--- config.mk ---
export PLATFORM = sky130hd
export DESIGN_NAME = volume_ramp_ctrl_flat
export DESIGN_NICKNAME = d
export VERILOG_FILES = /design/src/rtl/vol_pkg.sv /design/src/rtl/volume_ramp_ctrl_if.sv /design/src/rtl/volume_ramp_ctrl_key_autorepeat.sv /design/src/rtl/volume_ramp_ctrl.sv /design/src/flat_wrapper.sv
export SDC_FILE = /design/constraint.sdc
export NUM_CORES = 1
export LEC_CHECK = 0
export ABC_CLOCK_PERIOD_IN_PS = 7700
export BUFFER_PORTS_ARGS = -buffer_cell sky130_fd_sc_hd__buf_2
export CORE_AREA = 2 2 116 118
export CTS_CLUSTER_DIAMETER = 120
export DETAILED_ROUTE_END_ITERATION = 8
export DIE_AREA = 0 0 118 120
export HOLD_SLACK_MARGIN = 0.1
export SYNTH_ARGS = -nofsm -noshare
export SYNTH_HDL_FRONTEND = slang
export SYNTH_SLANG_ARGS = --single-unit
--- constraint.sdc ---
create_clock -name clk -period 7.7 [get_ports clk]
set_input_delay 0.77 -clock clk [delete_from_list [all_inputs] [get_ports clk]]
set_output_delay 0.77 -clock clk [all_outputs]
set_load 0.02 [all_outputs]
--- src/rtl/vol_pkg.sv ---
// Shared types and default constants for the volume ramp controller.
package vol_pkg;

    typedef enum logic [1:0] {
        IDLE,
        HOLD,
        REPEAT
    } rpt_state_e;

    localparam int unsigned DEF_LEVELS     = 16;
    localparam int unsigned DEF_MID        = 32'h0000_8000;
    localparam int unsigned DEF_STEP       = 2000;
    localparam int unsigned DEF_RAMP_STEP  = 500;
    localparam int unsigned DEF_REPEAT_DLY = 25_000_000;
    localparam int unsigned DEF_REPEAT_PER = 10_000_000;

endpackage

--- src/rtl/volume_ramp_ctrl_if.sv ---
// Keypad-side controls and audio-side amplitude outputs of the volume controller.
interface volume_ramp_ctrl_if #(
    parameter int LVL_W = 4,
    parameter int AMP_W = 16
);
    logic             inc;
    logic             dec;
    logic             mute_tgl;
    logic             ramp_tick;
    logic [LVL_W-1:0] level;
    logic [AMP_W-1:0] amp;
    logic             muted;
    logic             ramping;

    modport master (
        output inc, dec, mute_tgl, ramp_tick,
        input  level, amp, muted, ramping
    );

    modport slave (
        input  inc, dec, mute_tgl, ramp_tick,
        output level, amp, muted, ramping
    );
endinterface

--- src/rtl/volume_ramp_ctrl_key_autorepeat.sv ---
// Held-button auto-repeat: one step on press, then after REPEAT_DLY cycles,
// then every REPEAT_PER cycles while the button stays down.
module key_autorepeat
    import vol_pkg::*;
#(
    parameter int unsigned REPEAT_DLY = DEF_REPEAT_DLY,
    parameter int unsigned REPEAT_PER = DEF_REPEAT_PER
) (
    input  logic clk,
    input  logic rst,
    input  logic btn_i,
    input  logic enable_i,
    output logic step_o
);
    localparam int unsigned CNT_MAX = (REPEAT_DLY > REPEAT_PER) ? REPEAT_DLY : REPEAT_PER;
    localparam int          CNT_W   = $clog2(CNT_MAX + 1);
    localparam logic [CNT_W-1:0] DLY_C = CNT_W'(REPEAT_DLY);
    localparam logic [CNT_W-1:0] PER_C = CNT_W'(REPEAT_PER);

    rpt_state_e       state_q, state_d;
    logic [CNT_W-1:0] cnt_q, cnt_d;

    always_ff @(posedge clk) begin
        // NOTE: non-blocking assignments keep every register update order-independent.
        if (rst) begin
            state_q <= IDLE;
            cnt_q   <= '0;
        end else begin
            state_q <= state_d;
            cnt_q   <= cnt_d;
        end
    end

    always_comb begin
        // NOTE: defaults first so no path through this block can infer a latch.
        state_d = state_q;
        cnt_d   = cnt_q;
        if (!enable_i || !btn_i) begin
            state_d = IDLE;
            cnt_d   = '0;
        end else begin
            unique case (state_q)
                IDLE: begin
                    state_d = HOLD;
                    cnt_d   = CNT_W'(1);
                end
                HOLD: begin
                    if (cnt_q == DLY_C) begin
                        state_d = REPEAT;
                        cnt_d   = CNT_W'(1);
                    end else begin
                        cnt_d = cnt_q + CNT_W'(1);
                    end
                end
                REPEAT: begin
                    cnt_d = (cnt_q == PER_C) ? CNT_W'(1) : cnt_q + CNT_W'(1);
                end
                default: begin
                    state_d = IDLE;
                    cnt_d   = '0;
                end
            endcase
        end
    end

    always_comb begin
        step_o = 1'b0;
        if (enable_i && btn_i) begin
            unique case (state_q)
                IDLE:    step_o = 1'b1;
                HOLD:    step_o = (cnt_q == DLY_C);
                REPEAT:  step_o = (cnt_q == PER_C);
                default: step_o = 1'b0;
            endcase
        end
    end
endmodule

--- src/rtl/volume_ramp_ctrl.sv ---
// Saturating volume level with key auto-repeat and mute, driving an
// offset-binary amplitude that slews toward its target to avoid clicks.
module volume_ramp_ctrl
    import vol_pkg::*;
#(
    parameter int unsigned        LEVELS     = DEF_LEVELS,
    parameter int unsigned        AMP_W      = 16,
    parameter logic [AMP_W-1:0]   MID        = AMP_W'(DEF_MID),
    parameter int unsigned        STEP       = DEF_STEP,
    parameter int unsigned        RAMP_STEP  = DEF_RAMP_STEP,
    parameter int unsigned        REPEAT_DLY = DEF_REPEAT_DLY,
    parameter int unsigned        REPEAT_PER = DEF_REPEAT_PER
) (
    input logic                clk,
    input logic                rst,
    volume_ramp_ctrl_if.slave  bus
);
    localparam int              LVL_W   = $clog2(LEVELS);
    localparam logic [LVL_W-1:0] MAX_LVL = LVL_W'(LEVELS - 1);
    localparam logic [AMP_W:0]   RAMP_C  = (AMP_W + 1)'(RAMP_STEP);
    localparam longint unsigned  AMP_TOP = longint'(MID) + longint'(LEVELS - 1) * longint'(STEP);

    if (AMP_TOP >= (64'd1 << AMP_W) || REPEAT_PER < 1 || RAMP_STEP < 1) begin : g_bad_cfg
        $error("volume_ramp_ctrl: amplitude range overflows AMP_W or zero repeat/ramp step");
    end

    logic [LVL_W-1:0] level_q, level_d;
    logic [AMP_W-1:0] amp_q, amp_d;
    logic             muted_q, muted_d;
    logic             keys_ok, inc_step, dec_step;
    logic [AMP_W:0]   target_w, amp_x;
    logic [AMP_W-1:0] target;

    // Pressing both buttons cancels both; each FSM restarts from IDLE afterwards.
    assign keys_ok = !(bus.inc && bus.dec);

    key_autorepeat #(.REPEAT_DLY(REPEAT_DLY), .REPEAT_PER(REPEAT_PER)) u_inc_rpt (
        .clk(clk), .rst(rst), .btn_i(bus.inc), .enable_i(keys_ok), .step_o(inc_step)
    );

    key_autorepeat #(.REPEAT_DLY(REPEAT_DLY), .REPEAT_PER(REPEAT_PER)) u_dec_rpt (
        .clk(clk), .rst(rst), .btn_i(bus.dec), .enable_i(keys_ok), .step_o(dec_step)
    );

    always_comb begin
        target_w = muted_q ? {1'b0, MID}
                           : {1'b0, MID} + (AMP_W + 1)'(level_q) * (AMP_W + 1)'(STEP);
        target   = target_w[AMP_W-1:0];
    end

    always_comb begin
        level_d = level_q;
        if (inc_step && level_q != MAX_LVL) begin
            level_d = level_q + LVL_W'(1);
        end else if (dec_step && level_q != '0) begin
            level_d = level_q - LVL_W'(1);
        end
        muted_d = muted_q ^ bus.mute_tgl;
    end

    // Slew limited to RAMP_C per tick; the AMP_W+1 compare avoids wrap near full scale.
    always_comb begin
        amp_x = {1'b0, amp_q};
        amp_d = amp_q;
        if (bus.ramp_tick) begin
            if (amp_x < target_w) begin
                amp_d = ((target_w - amp_x) <= RAMP_C) ? target : amp_q + RAMP_C[AMP_W-1:0];
            end else if (amp_x > target_w) begin
                amp_d = ((amp_x - target_w) <= RAMP_C) ? target : amp_q - RAMP_C[AMP_W-1:0];
            end
        end
    end

    always_ff @(posedge clk) begin
        if (rst) begin
            level_q <= '0;
            amp_q   <= MID;
            muted_q <= 1'b0;
        end else begin
            level_q <= level_d;
            amp_q   <= amp_d;
            muted_q <= muted_d;
        end
    end

    assign bus.level   = level_q;
    assign bus.amp     = amp_q;
    assign bus.muted   = muted_q;
    assign bus.ramping = (amp_q != target);
endmodule

--- src/flat_wrapper.sv ---
// flat-port wrapper written by rule: the top's interface ports become plain ports
module volume_ramp_ctrl_flat import vol_pkg::*;
#(
    parameter int unsigned        LEVELS     = DEF_LEVELS,
    parameter int unsigned        AMP_W      = 16,
    parameter logic [AMP_W-1:0]   MID        = AMP_W'(DEF_MID),
    parameter int unsigned        STEP       = DEF_STEP,
    parameter int unsigned        RAMP_STEP  = DEF_RAMP_STEP,
    parameter int unsigned        REPEAT_DLY = DEF_REPEAT_DLY,
    parameter int unsigned        REPEAT_PER = DEF_REPEAT_PER
)
  (clk, rst, bus_inc, bus_dec, bus_mute_tgl, bus_ramp_tick, bus_level, bus_amp, bus_muted, bus_ramping);
  volume_ramp_ctrl_if #(.LVL_W((4)), .AMP_W(AMP_W)) bus_i ();
  input logic clk;
  input logic rst;
  input wire logic [$bits(bus_i.inc)-1:0] bus_inc;
  input wire logic [$bits(bus_i.dec)-1:0] bus_dec;
  input wire logic [$bits(bus_i.mute_tgl)-1:0] bus_mute_tgl;
  input wire logic [$bits(bus_i.ramp_tick)-1:0] bus_ramp_tick;
  output wire logic [$bits(bus_i.level)-1:0] bus_level;
  output wire logic [$bits(bus_i.amp)-1:0] bus_amp;
  output wire logic [$bits(bus_i.muted)-1:0] bus_muted;
  output wire logic [$bits(bus_i.ramping)-1:0] bus_ramping;
  assign bus_i.inc = bus_inc;
  assign bus_i.dec = bus_dec;
  assign bus_i.mute_tgl = bus_mute_tgl;
  assign bus_i.ramp_tick = bus_ramp_tick;
  assign bus_level = bus_i.level;
  assign bus_amp = bus_i.amp;
  assign bus_muted = bus_i.muted;
  assign bus_ramping = bus_i.ramping;
  volume_ramp_ctrl #(.LEVELS(LEVELS), .AMP_W(AMP_W), .MID(MID), .STEP(STEP), .RAMP_STEP(RAMP_STEP), .REPEAT_DLY(REPEAT_DLY), .REPEAT_PER(REPEAT_PER)) u_core (.clk(clk), .rst(rst), .bus(bus_i));
endmodule
==> reports/summary.md <==
The count of final hold-check violations is 0, and the clock sink total is 73. Relative to the synthesized area, the layout overhead comes to 9.150%. The area share of the largest cell type after synthesis came out at 25.45%. The count of cells along the worst hold path is 1, and the via count is 5203. The tools report the met1 layer usage reported by global route as 28.69%.

For the fraction of the yosys area taken by sequential cells, the log shows 25.45%. The run finished with clean final reports. After legalization and detailed placement, the total HPWL measured 10820 microns. The leakage power was 2.450 nW.

Startpoint type of the worst setup path: a flip-flop. The first global-routing pass estimated 23830 microns of wire. Headroom to the max-slew limit came out at 12.38%. In this run the post-CTS setup repair buffer count came out at 0. For the worst voltage drop across the vdd grid, the log shows 0.0002029 V. Via count of the first global-routing pass: 4795. The share of cells above drive strength 1 works out to 7.392%. The global routing stage identified its most utilized layer as met2.

In the final routed layout, each cell accounts on average for 15.48 microns. For met2 alone, demand over resource in global routing was 32.09%. The number of synthesized register bits was 73.

The number of buffers inserted by port buffering is 25, and the final setup skew is 0.005853 ns. The most used flip-flop cell after synthesis was dfxtp_1. The tools report the sequential share of power as 18.8%. The logs give 0 for the setup violation total in the final timing report and 920 for the final standard cell count with taps included and fillers excluded. For the worst setup path, the data required time is 7.93 ns.

At the end of routability-driven placement, the weighted congestion stood at 0.8841. The core region is 12980 sq um. After clock tree synthesis, the clock-pin slew on the worst setup and hold paths is 0.06 ns. Netlist area before placement: 5743 sq um. The tools report the number of buffers inserted during clock tree synthesis as 9. The logs give 2 for the maximum clock insertion buffer count and 28 for the number of placed I/O pins.

Data arrives at the worst endpoint at 6.29 ns. For the pin with the worst max-slew slack, the measured transition is 1.314 ns. 0 antenna diodes ended up in the layout. Synthesis produced a netlist whose cell count is 727. The worst register-to-register path has a depth of 22.

The CTS H-tree depth is 3, and the setup slack of the worst register-to-register path is 1.64 ns. Of all flip-flops after synthesis, the portion carrying an async set or reset was 0%. For hold timing, the worst endpoint is u_core.u_inc_rpt.state_q[0]. Final-report max-slew violation count: 0. The run gives 0 as the remaining design rule violation count.

Proportion of power drawn by combinational gates: 65.7%. The tools report the overall track demand over capacity in global routing as 20.52%. For the finished layout, the period the worst path requires is 6.057 ns. The cell type with the largest total area after synthesis is dfxtp_1. STA classifies the critical path endpoint as a flip-flop.

The top fanout value on the critical path is 12, and the internal power consumption is 1.331 mW. The average cell area after synthesis came out at 7.900 sq um. The worst setup path is of the flip-flop to flip-flop kind. Source of the worst register-to-register timing path: u_core.bus.level[1]. In the post-synthesis netlist, the cell with the most instances is nor2_1.

Overall power consumption after layout is estimated at 2.640 mW. TritonCTS built the clock tree. The root buffer cell chosen for the clock tree is clkbuf_16.

The worst hold path begins at u_core.u_inc_rpt.state_q[1]. For this design the ratio of total power to cell area is 421.2 nW/um^2. The routed via count divided by cell count came out at 5.655. In this run the core area contains 42 standard-cell rows.

Net switching is 49.60% of the power. The capturing point of the worst reg2reg path was u_core.bus.amp[13]. The Yosys step of the flow raised 0 warnings. The floorplan step set the die height to 120 microns. Buffers inserted to repair hold after CTS numbered 0. Setup repair after global routing left no endpoint under its margin.

In the post-synthesis netlist, the biggest area contributors are dfxtp_1, ha_1, nor2_1, xor2_1, xnor2_1. The largest net degree at the start of global routing was 25. For the initial antenna violation count, the log shows 0. In this run the power spent charging and discharging nets is 1.309 mW. For this run the aggregate overflow at the end of global routing stands at 0. The initial utilization of the core area, before any placement, comes to 44.25%.

The total of cells resized after clock tree synthesis is 0. The die span in x was 118 microns. The logs give 0.34 ns for the clock latency of the later-clocked register in the worst-skew pair and 904 for the number of placed instances with taps included.

Ranked by instance count, the synthesized netlist is headed by nor2_1, dfxtp_1, nand2_1. Based on the critical path, the design can be clocked at up to 165.1 MHz. The tool flagged a number of max-cap violations equal to 0.

The die covers 14160 sq um. Final worst-path cycle share: 78.66%. The worst hold path class was flip-flop to flip-flop.

In this run the remaining antenna-violating nets after routing total 0. The final layout contains 802 nets. For this block, the routed nets add up to 14240 microns of wire. The met3 capacity usage during global routing was 3.517%; the number of enable-type register cells in the synthesized netlist was 0.

Summed over all failing endpoints, the final setup total negative slack is 0 ns. The length of the first detailed-routing pass in iterations was 5. The clock network is responsible for 15.6% of the overall power.

The run gives 67 as the number of distinct library cells after synthesis. The iteration-0 DRC count of the detailed router is 410.
worst max path at each step:
stage / slack [ns] / end / from
final: 1.64 / u_core.bus.amp[13] / u_core.bus.level[1]
after global routing: 1.19 / u_core.bus.amp[13] / u_core.bus.level[1]
after CTS: 1.69 / u_core.bus.amp[13] / u_core.bus.level[1]
after detailed placement: 1.73 / u_core.bus.amp[13] / u_core.bus.level[1]
after global placement: 1.86 / u_core.bus.amp[13] / u_core.bus.level[1]
after floorplan: 2.19 / u_core.bus.amp[5] / u_core.bus.level[2]
registers in the layout (all words and copies together) (netlist names):
signal,count
u_core.u_inc_rpt.cnt_q,25
u_core.u_inc_rpt.state_q,2
u_core.u_dec_rpt.state_q,2
u_core.bus.amp,14
u_core.u_dec_rpt.cnt_q,25
u_core.bus.level,4
u_core.bus.muted,1
metal layers:
metal	routed length, microns	vias up	share of wire (%)
li1	-	2590	-
met1	7083	2465	50
met2	6242	123	44
met3	625	25	4.4
met4	286	0	2.0
met5	0	-	0
critical path, stage by stage (launching register included):
cell	delay [ns]
dfxtp_1	0.59
fa_1	0.56
fa_1	0.49
ha_1	0.35
a21o_1	0.17
a21oi_1	0.22
nor2_1	0.06
o21ai_0	0.14
nand2_1	0.08
xor2_1	0.14
nand2b_1	0.16
inv_1	0.07
ha_1	0.45
o21ai_0	0.15
a21oi_1	0.13
o21ai_0	0.11
mux2i_1	0.14
or4_4	0.55
nor4_1	0.23
buf_4	0.24
a22o_1	0.51
a21oi_1	0.15
a32o_1	0.27
through the flow:
stage | hold slack [ns] | area, sq um | setup slack (ns) | utilization, %
6_report | 0.5082 | 6269 | 1.643 | 48.29
3_5_place_dp | 0.4972 | 5979 | 1.727 | 46.07
5_1_grt | 0.5420 | 6269 | 1.193 | 48.29
4_1_cts | 0.5053 | 6269 | 1.688 | 48.29
2_1_floorplan | 0.4569 | 5747 | 2.192 | -
3_3_place_gp | 0.4896 | 5979 | 1.865 | 46.07
power by group through the flow:
stage | combinational (mW) | clock [mW] | sequential (mW)
CTS | 1.71 | 0.420 | 0.494
detailed placement | 1.70 | 0 | 0.503
global placement | 1.69 | 0 | 0.500
finish | 1.73 | 0.411 | 0.496
floorplan | 1.33 | 0 | 0.511
global route | 1.91 | 0.437 | 0.505
area by class of cell:
type,count,area (sq um)
Timing Repair Buffer,27,140.1
Tap cell,176,220.2
Sequential cell,73,1461
Multi-Input combinational cell,583,3989
Fill cell,1308,6711
Inverter,45,168.9
Clock buffer,11,232.7
Clock inverter,5,56.30
kinds of logic after synthesis:
kind of cell,after synthesis,share of synthesized area (%)
multiplexers,8,1.416
flip-flops,73,25.45
XOR/XNOR,71,10.83
other,1,0.06530
buffers and inverters,72,5.163
AND/OR/NAND/NOR,298,26.23
adder cells (fa/ha/maj),57,13.59
AO/OA/AOI/OAI,147,17.25
placed cells by master, fill, tap and decap left out, drive strengths merged, types with 12 or more instances in the layout:
cell / instances
nand2: 53
a21oi: 38
o21ai: 37
xor2: 39
buf: 27
nand3: 29
and3: 12
ha: 48
dfxtp: 73
nand4: 19
xnor2: 32
nor3: 13
inv: 45
nor2: 98
Power figures use the tool's default switching activity.
